File: config.mk
export PLATFORM = sky130hd
export DESIGN_NAME = ps2_cmd_scheduler
export DESIGN_NICKNAME = d
export VERILOG_FILES = /design/src/rtl/ps2_cmd_scheduler.sv
export SDC_FILE = /design/constraint.sdc
export NUM_CORES = 1
export LEC_CHECK = 0
export BUFFER_PORTS_ARGS = -buffer_cell sky130_fd_sc_hd__buf_2
export CAP_MARGIN = 15
export CORE_MARGIN = 1.5
export CORE_UTILIZATION = 42
export CTS_CLUSTER_SIZE = 14
export DETAILED_ROUTE_END_ITERATION = 10
export PLACE_DENSITY = 0.74
export SYNTH_ARGS = -nofsm -noshare
export SYNTH_HDL_FRONTEND = slang
export SYNTH_SLANG_ARGS = --single-unit
File: constraint.sdc
create_clock -name clk -period 2.4 [get_ports clk]
set_clock_uncertainty 0.1 [all_clocks]
set_input_delay 0.24 -clock clk [delete_from_list [all_inputs] [get_ports clk]]
set_output_delay 0.24 -clock clk [all_outputs]
set_load 0.005 [all_outputs]
File: src/rtl/ps2_cmd_scheduler.sv
// ps2_cmd_scheduler: round-robin arbiter that sends PS/2 host commands with inhibit, retry-on-resend and ACK timeout
module ps2_cmd_scheduler #(
  parameter int INHIBIT_CYCLES = 5000,
  parameter int ACK_TIMEOUT    = 1000000,
  parameter int MAX_RETRIES    = 2
) (
  input  logic       clk,
  input  logic       reset,
  input  logic [1:0] req_valid,
  input  logic [7:0] req_cmd0,
  input  logic [7:0] req_cmd1,
  output logic [1:0] req_ready,
  output logic       done,
  output logic       done_id,
  output logic [1:0] done_status,
  output logic       tx_start,
  output logic [7:0] tx_byte,
  input  logic       tx_done,
  input  logic       rx_valid,
  input  logic [7:0] rx_byte,
  output logic       read_enable
);
  localparam int IW = INHIBIT_CYCLES > 0 ? $clog2(INHIBIT_CYCLES + 1) : 1;
  localparam int TW = ACK_TIMEOUT > 0 ? $clog2(ACK_TIMEOUT + 1) : 1;
  localparam int RW = MAX_RETRIES > 0 ? $clog2(MAX_RETRIES + 1) : 1;
  localparam logic [IW-1:0] ILIM = IW'(INHIBIT_CYCLES);
  localparam logic [TW-1:0] TLIM = TW'(ACK_TIMEOUT);
  localparam logic [TW-1:0] TEND = TW'(ACK_TIMEOUT - 1);
  localparam logic [RW-1:0] RLIM = RW'(MAX_RETRIES);
  typedef enum logic [2:0] {IDLE, INHIBIT, SEND, WAIT_TX, WAIT_ACK, DONE} state_t;
  state_t state, state_n;
  logic [IW-1:0] icnt;
  logic [TW-1:0] tcnt;
  logic [RW-1:0] retries;
  logic last, gnt, ack, nak, tmo;
  // a tie goes to whichever requester was not served last
  assign gnt = &req_valid ? ~last : req_valid[1];
  assign ack = rx_valid && rx_byte == 8'hFA;
  assign nak = rx_valid && rx_byte == 8'hFE;
  assign tmo = tcnt >= TEND;
  // next state and bus-ownership outputs; a received byte beats a simultaneous timeout
  always_comb begin
    state_n = state;
    req_ready = 2'b00;
    tx_start = 1'b0;
    read_enable = 1'b1;
    done = 1'b0;
    case (state)
      IDLE: begin
        req_ready = |req_valid ? (gnt ? 2'b10 : 2'b01) : 2'b00;
        state_n = |req_valid ? INHIBIT : IDLE;
      end
      INHIBIT: begin
        read_enable = 1'b0;
        state_n = icnt == ILIM ? SEND : INHIBIT;
      end
      SEND: begin
        tx_start = 1'b1;
        read_enable = 1'b0;
        state_n = WAIT_TX;
      end
      WAIT_TX: begin
        read_enable = 1'b0;
        state_n = tx_done ? WAIT_ACK : WAIT_TX;
      end
      WAIT_ACK: state_n = ack ? DONE : nak ? (retries >= RLIM ? DONE : INHIBIT) : tmo ? DONE : WAIT_ACK;
      DONE: begin
        done = 1'b1;
        state_n = IDLE;
      end
      default: state_n = IDLE;
    endcase
  end
  // state register, command latch and saturating counters
  always_ff @(posedge clk) begin
    if (reset) begin
      state <= IDLE;
      tx_byte <= 8'h00;
      icnt <= '0;
      tcnt <= '0;
      retries <= '0;
      last <= 1'b1;
      done_id <= 1'b0;
      done_status <= 2'b00;
    end else begin
      state <= state_n;
      icnt <= state == INHIBIT ? (icnt == ILIM ? icnt : icnt + 1'b1) : '0;
      tcnt <= state == WAIT_ACK ? (tcnt == TLIM ? tcnt : tcnt + 1'b1) : '0;
      if (state == IDLE && |req_valid) begin
        tx_byte <= gnt ? req_cmd1 : req_cmd0;
        last <= gnt;
        retries <= '0;
      end
      if (state == WAIT_ACK && state_n == INHIBIT) retries <= retries + 1'b1;
      if (state == WAIT_ACK && state_n == DONE) begin
        done_id <= last;
        done_status <= ack ? 2'b00 : nak ? 2'b01 : 2'b10;
      end
    end
  end
endmodule

* Yosys cells after proc, flatten, opt, wreduce, memory -nomap -nowiden
Cells that the tools add are included.
** Cells by class
- Add/subtract/negate cells :: 3
- $lt $le $gt $ge :: 2
- Eq/ne operators :: 11
- Multiplexer cells :: 20
- Bitwise logic cells :: 3
- Reduce and logical (&&, ||, !) cells :: 12
** Operator list (count)
- adder 20 x 1 -> 20 bit, second input constant :: 1
- equality test 20 bit, second input constant :: 1
- greater-or-equal comparator 20 bit, second input constant :: 1
- equality test 8 bit, second input constant :: 2
- 2-to-1 mux 2 bit :: 8
- case mux 3 bit (5 select lines) :: 1
- adder 13 x 1 -> 13 bit, second input constant :: 1
- equality test 13 bit, second input constant :: 1
- 2-to-1 mux 3 bit :: 4
- equality test 3 bit, second input constant :: 3
- 2-to-1 mux 8 bit :: 1
- equality test 3 x 1 -> 1 bit, second input constant :: 2
- equality test 3 x 2 -> 1 bit, second input constant :: 2
- 2-to-1 mux 1 bit :: 6
- OR reduction 2 bit :: 3
- logical AND 1 bit :: 5
- logical NOT 3 bit :: 1
- inverter 1 bit :: 3
- OR reduction 3 bit :: 1
- adder 2 x 1 -> 2 bit, second input constant :: 1
- greater-or-equal comparator 2 bit, second input constant :: 1
- AND reduction 2 bit :: 1
- nonzero test 2 bit :: 1
** Storage, ports and cells
- Bits in registers :: 50
- Input port bits :: 30
- Output and inout port bits :: 16
- Logic and storage cells :: 59

* Logic depth before layout (Yosys ltp)
Gate-level depths: netlist of run 1.
- Word-level depth :: 8
- Depth in mapped cells :: 7
- Depth with buffers taken out :: 7

* Worst setup path before layout of run 1
Ideal clock, no wire load.
- Path type :: register -> register
- Start point :: register tcnt[7]
- End point :: register tcnt[1]
- Library setup time :: 0.128 ns
- Arrival time :: 1.565 ns
- Data required time :: 2.172 ns
- Setup slack :: 0.608 ns
- Stages on the path, launching flop included :: 6
- Buffers on the path :: 0
- Clock period less this slack :: 1.792 ns
- Cell sequence :: dfxtp_1 -> or4_4 -> nor4_4 -> and4_4 -> mux2i_1 -> nor2_1
** On the way
- Word-level cells in the longest chain between the ends :: 1
** RTL lines
- start, declared :: line 33 : logic [TW-1:0] tcnt;
- start signal, assigned :: line 88 : tcnt <= state == WAIT_ACK ? (tcnt == TLIM ? tcnt : tcnt + 1'b1) : '0;
- equality test 20 bit :: line 88
No other way between the ends.
A chain may end at the register's enable or synchronous reset.

* Worst setup path in the final report of run 1
- Start point :: register tcnt[7]
- End point :: register done_id
** On the way
- Word-level cells in the longest chain between the ends :: 7
** RTL lines
- greater-or-equal comparator 20 bit :: line 40 : assign tmo = tcnt >= TEND;
- 2-to-1 mux 1 bit :: line 66 : WAIT_ACK: state_n = ack ? DONE : nak ? (retries >= RLIM ? DONE : INHIBIT) : tmo ? DONE : WAIT_ACK;
- 2-to-1 mux 3 bit (2 in a row) :: line 66
- case mux 3 bit (5 select lines) :: line 48 : case (state)
- equality test 3 bit :: line 95 : if (state == WAIT_ACK && state_n == DONE) begin
- logical AND 1 bit :: line 95
- end signal, assigned :: line 96 : done_id <= last;
- end, declared :: line 14 : output logic done_id,
No other way between the ends.

==> results of run 1 <==
[worst max path at each step]
stage | end | slack [ps] | startpoint
floorplan | tcnt[1] | 610 | tcnt[7]
global placement | done_id | 550 | tcnt[7]
detailed placement | done_id | 480 | tcnt[7]
CTS | done_id | 440 | tcnt[7]
global route | tcnt[14] | 330 | tcnt[2]
finish | done_id | 450 | tcnt[7]
[registers in the layout, summed over array words and instances (netlist names)]
name / cells
last: 1
state: 3
icnt: 13
tcnt: 20
tx_byte: 8
done_status: 2
done_id: 1
retries: 2
[synthesized netlist by cell type, drive strengths merged, types with 6 or more instances]
| cell type | n |
|---|---|
| xor2 | 20 |
| a21oi | 6 |
| clkbuf | 9 |
| nor2 | 52 |
| a211oi | 7 |
| nand3 | 14 |
| xnor2 | 9 |
| dfxtp | 50 |
| nand4 | 12 |
| nand2 | 18 |
| inv | 8 |
| and3 | 8 |
| mux2i | 9 |
[layout make-up]
| cell class | count | area share [%] |
|---|---|---|
| inverter | 8 | 1.07 |
| tap | 72 | 3.20 |
| sequential | 50 | 35.6 |
| multi-input combinational | 210 | 47.8 |
| clock buffer | 5 | 2.44 |
| timing repair buffer | 49 | 9.07 |
| clock inverter | 3 | 0.844 |
[cells by family (layout without fill, tap and decap cells)]
logic type      Yosys count  count (layout)  synth area share [%]
simple gates            137             137                  29.9
flops                    50              50                  41.5
compound gates           29              29                  8.55
xor+xnor                 29              29                  10.5
buf+inv                  18              65                  2.80
mux                      10              10                  4.20
fa+ha+maj                 5               5                  2.59
[layer usage]
metal,GRT usage (%),up-vias
li1,-,1066
met1,19.5,959
met2,28.4,26
met3,4.37,7
met4,6.84,0
met5,0,-
[power breakdown]
group	internal (µW)	switching, µW
Sequential	849	14.6
Combinational	68.6	70.1
Clock	209	308
Total	1130	392
[worst reg2reg max path, stage by stage (launching register included)]
cell	delay [ps]
dfxtp_1	370
or4_4	560
nor4_4	260
a311oi_1	190
a21oi_2	210
mux2i_1	200
[metrics by stage]
| stage | total power [µW] | std cells | instance area (µm²) | worst slack [ps] |
|---|---|---|---|---|
| global route | 1590 | 397 | 2820 | 327 |
| detailed placement | 1020 | 389 | 2720 | 478 |
| floorplan | 962 | 278 | 2410 | 608 |
| CTS | 1540 | 397 | 2820 | 438 |
| finish | 1520 | 397 | 2820 | 445 |
| global placement | 1020 | 389 | 2720 | 549 |
[placed cells by master, fill, tap and decap left out, types with 2 or more instances in the layout]
cell type,Yosys,routed
and3_1,8,8
nor2_1,52,52
xnor2_1,9,9
a31oi_1,2,2
clkbuf_8,0,5
xor2_1,20,20
a211oi_1,7,7
nor2b_1,4,4
buf_2,0,45
nand4_1,12,12
nand2_1,18,18
dfxtp_1,50,50
nor4_1,3,3
nand3_1,14,14
a21oi_1,5,5
and4_1,2,2
mux2i_1,9,9
o21a_1,2,2
o21ai_0,2,2
buf_4,0,4
o211ai_1,2,2
ha_1,5,5
clkinvlp_4,0,2
or3b_1,2,2
nor3_1,4,4
nor3b_1,2,2
inv_1,7,7
nand2b_1,5,5
==> results.tsv, run 1 <==
metric	value	unit
outcome	finished, final reports clean	
top routing layer used	met4	
worst slew pin tran	623	ps
average size of a mapped cell	8.69	µm²
gpl congestion	0.867	
root buffer selected by CTS	clkbuf_8	
CP max stage cell	or4_4	
Critical Path Stages	5	
DIE AREA	6210	µm²
Setup crit end kind	flip-flop	
TritonCTS Buffers	5	
Post-synth top flop	dfxtp_1	
internal reg-to-reg setup slack	450	ps
worst path required time	2540	ps
period utilization	81.4	%
Max Clock Freq	0.512	GHz
Total GRT Usage	16.6	%
Post-synth EDFFs	0	
routed wl met2	2310	µm
Resized cells post-CTS	0	
final slew viol count	0	
core area	5540	µm²
met3 wire len	178	µm
Yosys reg bits	50	
syn_nets	313	
TritonCTS clock tree	built	
count of warnings emitted by yosys	0	
Post-CTS Setup Bufs	0	
via count	2058	
hold endpoint	tx_byte[7]	
PwrDens	540	nW/µm²
worst hold path class	primary input to flip-flop	
I/O pins	46	
leak pwr	0.00105	µW
Site Rows	27	
Max Cap Violations	0	
CTS Buffer Depth	2	
WL/cell	12.2	µm
worst reg2reg path endpoint	done_id	
Peak VDD IR	0.000404	V
# fillers	543	
crit-path cells	or4_4 > nor4_4 > a311oi_1 > a21oi_2 > mux2i_1	
worst r2r src	tcnt[7]	
Worst EP arrival	2100	ps
Worst Setup Start Kind	flip-flop	
RSZ-0062 raised after global routing	false	
initial antenna violation count	0	
FF/Latch Area	1000	µm²
Synth area leaders	dfxtp_1 (41%), nor2_1 (8.1%), xor2_1 (7.3%)	
Layout Nets	359	
Rel. slew slack	58.1	%
CP max FO	5	
CTS clk-pin slew, worst paths	100	ps
TritonRoute pass-1 iters	6	
layout cells sized above 1	19.7	%
reg2reg path depth	5	
number of antenna diodes	0	
Sink Count	50	
routed wire length	4830	µm
setup violators final	0	
Hold Crit Depth	3	
Initial Utilization	43.6	%
sequential element share of the synthesized area	41.5	%
hpwl dp	3470	µm
Final Hold Fails	0	
Netlist cell types	48	
Buf+Inv Stages, Crit Path	0	
CTS HTree Levels	2	
Final TNS setup	0	ps
GRT overflow	0	
Netlist Area Pre-Place	2410	µm²
1st-iter DRT viols	92	
Worst path max stage delay	560	ps
largest area contributor in the netlist	dfxtp_1	
post-route minimum period	1950	ps
Hold Slack	66.1	ps
Residual DRC	0	
Met1 Wirelength	2280	µm
Worst-Skew Late Latency	310	ps
min-delay src	req_cmd1[7]	
Multi-input gate area	1350	µm²
CTS Hold Buffers Added	0	
die height	78.8	µm
Mapped Cells	278	
critical path class	flip-flop to flip-flop	
area grow syn2layout	16.6	%
PortBufs	45	
CP delay by family, top	simple AND/OR/NAND/NOR gates	
global-route wire length before repair	8290	µm
Routed Antenna Nets	0	
Util after Layout	50.8	%
vias in the first global route	1938	
post-synth top area share	41.5	%
DR vias/cell	5.18	
Die X	78.8	µm
ys async rst share	0	%
largest net degree at the start of global routing	22	
No activity file was read; power rests on OpenSTA's default activity.
==> run 2, diff against run 1 <==
Settings changed: PLACE_DENSITY 0.74 to 0.77.
Clock period 2.4 ns to 1.7 ns, I/O delays scaled along.
==> results.tsv, run 2 (synthesis gave the netlist of run 1 again) <==
metric	value	unit	change
failing checks	setup timing		
internal reg-to-reg setup slack	-140	ps	was 450 ps
layout cells sized above 1	33.0	%	was 19.7%
# fillers	500		was 543
Final Cell Area	3160	µm²	was 2820 µm²
worst reg2reg path endpoint	retries[0]		was done_id
Hold Crit Depth	3		unchanged
I/O pins	46		unchanged
die height	78.8	µm	unchanged
Layout Nets	389		was 359
Residual DRC	0		unchanged
Setup crit end kind	flip-flop		unchanged
Site Rows	27		unchanged
GRT overflow	0		unchanged
leak pwr	0.00125	µW	was 0.00105 µW
TritonCTS Buffers	5		unchanged
CP max FO	3		was 5
global-route wire length before repair	9140	µm	was 8290 µm
FF/Latch Area	1010	µm²	was 1000 µm²
clock share of power	36.0	%	was 34.0%
Total GRT Usage	18.3	%	was 16.6%
WL/cell	13.5	µm	was 12.2 µm
CP endpoint	retries[0]		was done_id
outcome	finished, violations left		was finished, final reports clean
1st-iter DRT viols	80		was 92
worst hold path class	primary input to flip-flop		unchanged
Initial Utilization	43.6	%	unchanged
DR vias/cell	5.33		was 5.18
Sink Count	50		unchanged
Worst Setup Start Kind	flip-flop		unchanged
worst setup margin	-139	ps	was 445 ps
net switching power	519	µW	was 392 µW
Max Clock Freq	0.544	GHz	was 0.512 GHz
DIE AREA	6210	µm²	unchanged
Peak VDD IR	0.000470	V	was 0.000404 V
placed insts	415		was 389
root buffer selected by CTS	clkbuf_8		unchanged
vias in the first global route	2094		was 1938
period utilization	108	%	was 81.4%
via count	2274		was 2058
Die X	78.8	µm	unchanged
Worst EP arrival	1970	ps	was 2100 ps
CTS Buffer Depth	2		unchanged
Multi-input gate area	1440	µm²	was 1350 µm²
TritonCTS clock tree	built		unchanged
Int Pwr	1770	µW	was 1130 µW
PortBufs	45		unchanged
hpwl dp	3950	µm	was 3470 µm
Area after DPL	2940	µm²	was 2720 µm²
Routed Antenna Nets	0		unchanged
Rel. slew slack	65.0	%	was 58.1%
Max Cap Violations	0		unchanged
Setup WS pre-CTS	-101	ps	was 478 ps
RSZ-0062 raised after global routing	true		was false
Final Hold Fails	0		unchanged
critical path class	flip-flop to flip-flop		unchanged
Biggest register	tcnt		unchanged
Sw Ratio	22.7	%	was 25.8%
CTS Hold Buffers Added	0		unchanged
number of antenna diodes	0		unchanged
core area	5540	µm²	unchanged
CTS clk-pin slew, worst paths	90	ps	was 100 ps
TritonRoute pass-1 iters	4		was 6
Crit. Startpoint	retries[0]		was tcnt[7]
worst slew pin tran	521	ps	was 623 ps
reg2reg path depth	6		was 5
Worst-Skew Late Latency	300	ps	was 310 ps
CTS HTree Levels	2		unchanged
Final TNS setup	-532	ps	was 0 ps
biggest registers after layout	tcnt x20, icnt x13, tx_byte x8		unchanged
post-route insts no fill	427		was 397
max reg flops	20		unchanged
routed wire length	5750	µm	was 4830 µm
gpl congestion	0.772		was 0.867
final slew viol count	0		unchanged
Seq pwr share	53.2	%	was 56.9%
post-route minimum period	1840	ps	was 1950 ps
most common cell after layout, fill and taps aside	nor2_1		unchanged
Combinational Power Share	10.8	%	was 9.1%
setup violators final	9		was 0
worst r2r src	retries[0]		was tcnt[7]
largest net degree at the start of global routing	22		unchanged
most frequent cells in the layout	nor2_1 (51), buf_2 (45), dfxtp_1 (42)		was nor2_1 (52), dfxtp_1 (50), buf_2 (45)
area grow syn2layout	30.7	%	was 16.6%
worst path required time	1830	ps	was 2540 ps
PwrDens	724	nW/µm²	was 540 nW/µm²
initial antenna violation count	0		unchanged
run 2: area by class of cell:
| cell class | count | share of cell area, % |
|---|---|---|
| Clock inverter | 1 | 0.951 |
| Inverter | 8 | 0.951 |
| Tap cell | 72 | 2.85 |
| Timing Repair Buffer | 79 | 15.3 |
| Sequential cell | 50 | 32.0 |
| Multi-Input combinational cell | 210 | 45.5 |
| Clock buffer | 7 | 2.42 |
run 2: power groups by stage:
stage                     combinational (µW)  clock [µW]  sequential, µW
after floorplan                          118           0            1240
after global placement                   220           0            1240
after detailed placement                 224           0            1240
after CTS                                230         840            1220
after global routing                     272         881            1220
final                                    246         822            1220
run 2: per-stage QoR:
stage	hold WS [ps]	total power, µW	util (%)
6_report	21.6	2290	57.0
5_1_grt	51.1	2370	57.0
4_1_cts	16.8	2290	55.5
3_5_place_dp	334	1470	53.1
3_3_place_gp	311	1460	53.1
2_1_floorplan	220	1360	-
run 2: metal layers:
metal,part of all wire [%],vias up,track usage (%)
li1,-,1126,-
met1,44,1103,23.4
met2,51,35,30.7
met3,2.8,10,3.33
met4,1.6,0,6.67
met5,0,-,0
run 2: critical path, cell delays in order (launching register included):
cell	delay, ps
dfxtp_2	340
inv_2	50
ha_4	140
or3b_4	380
or4_4	440
nand2b_4	160
a21oi_2	150
run 2: how the worst min path moves through the flow:
stage	end	start	slack, ps
5_1_grt	tx_byte[7]	req_cmd1[7]	50
2_1_floorplan	tx_byte[7]	req_cmd1[7]	220
3_3_place_gp	tx_byte[7]	req_cmd1[7]	310
6_report	tx_byte[7]	req_cmd1[7]	20
4_1_cts	tx_byte[7]	req_cmd1[7]	20
3_5_place_dp	tx_byte[7]	req_cmd1[7]	330
run 2: what timing repair did:
action                     4_1_cts  5_1_grt
setup endpoints to repair       10       19
hold endpoints to repair         0        0
resized for setup                4       16
setup buffers                    1        3
pin swaps                        2        6
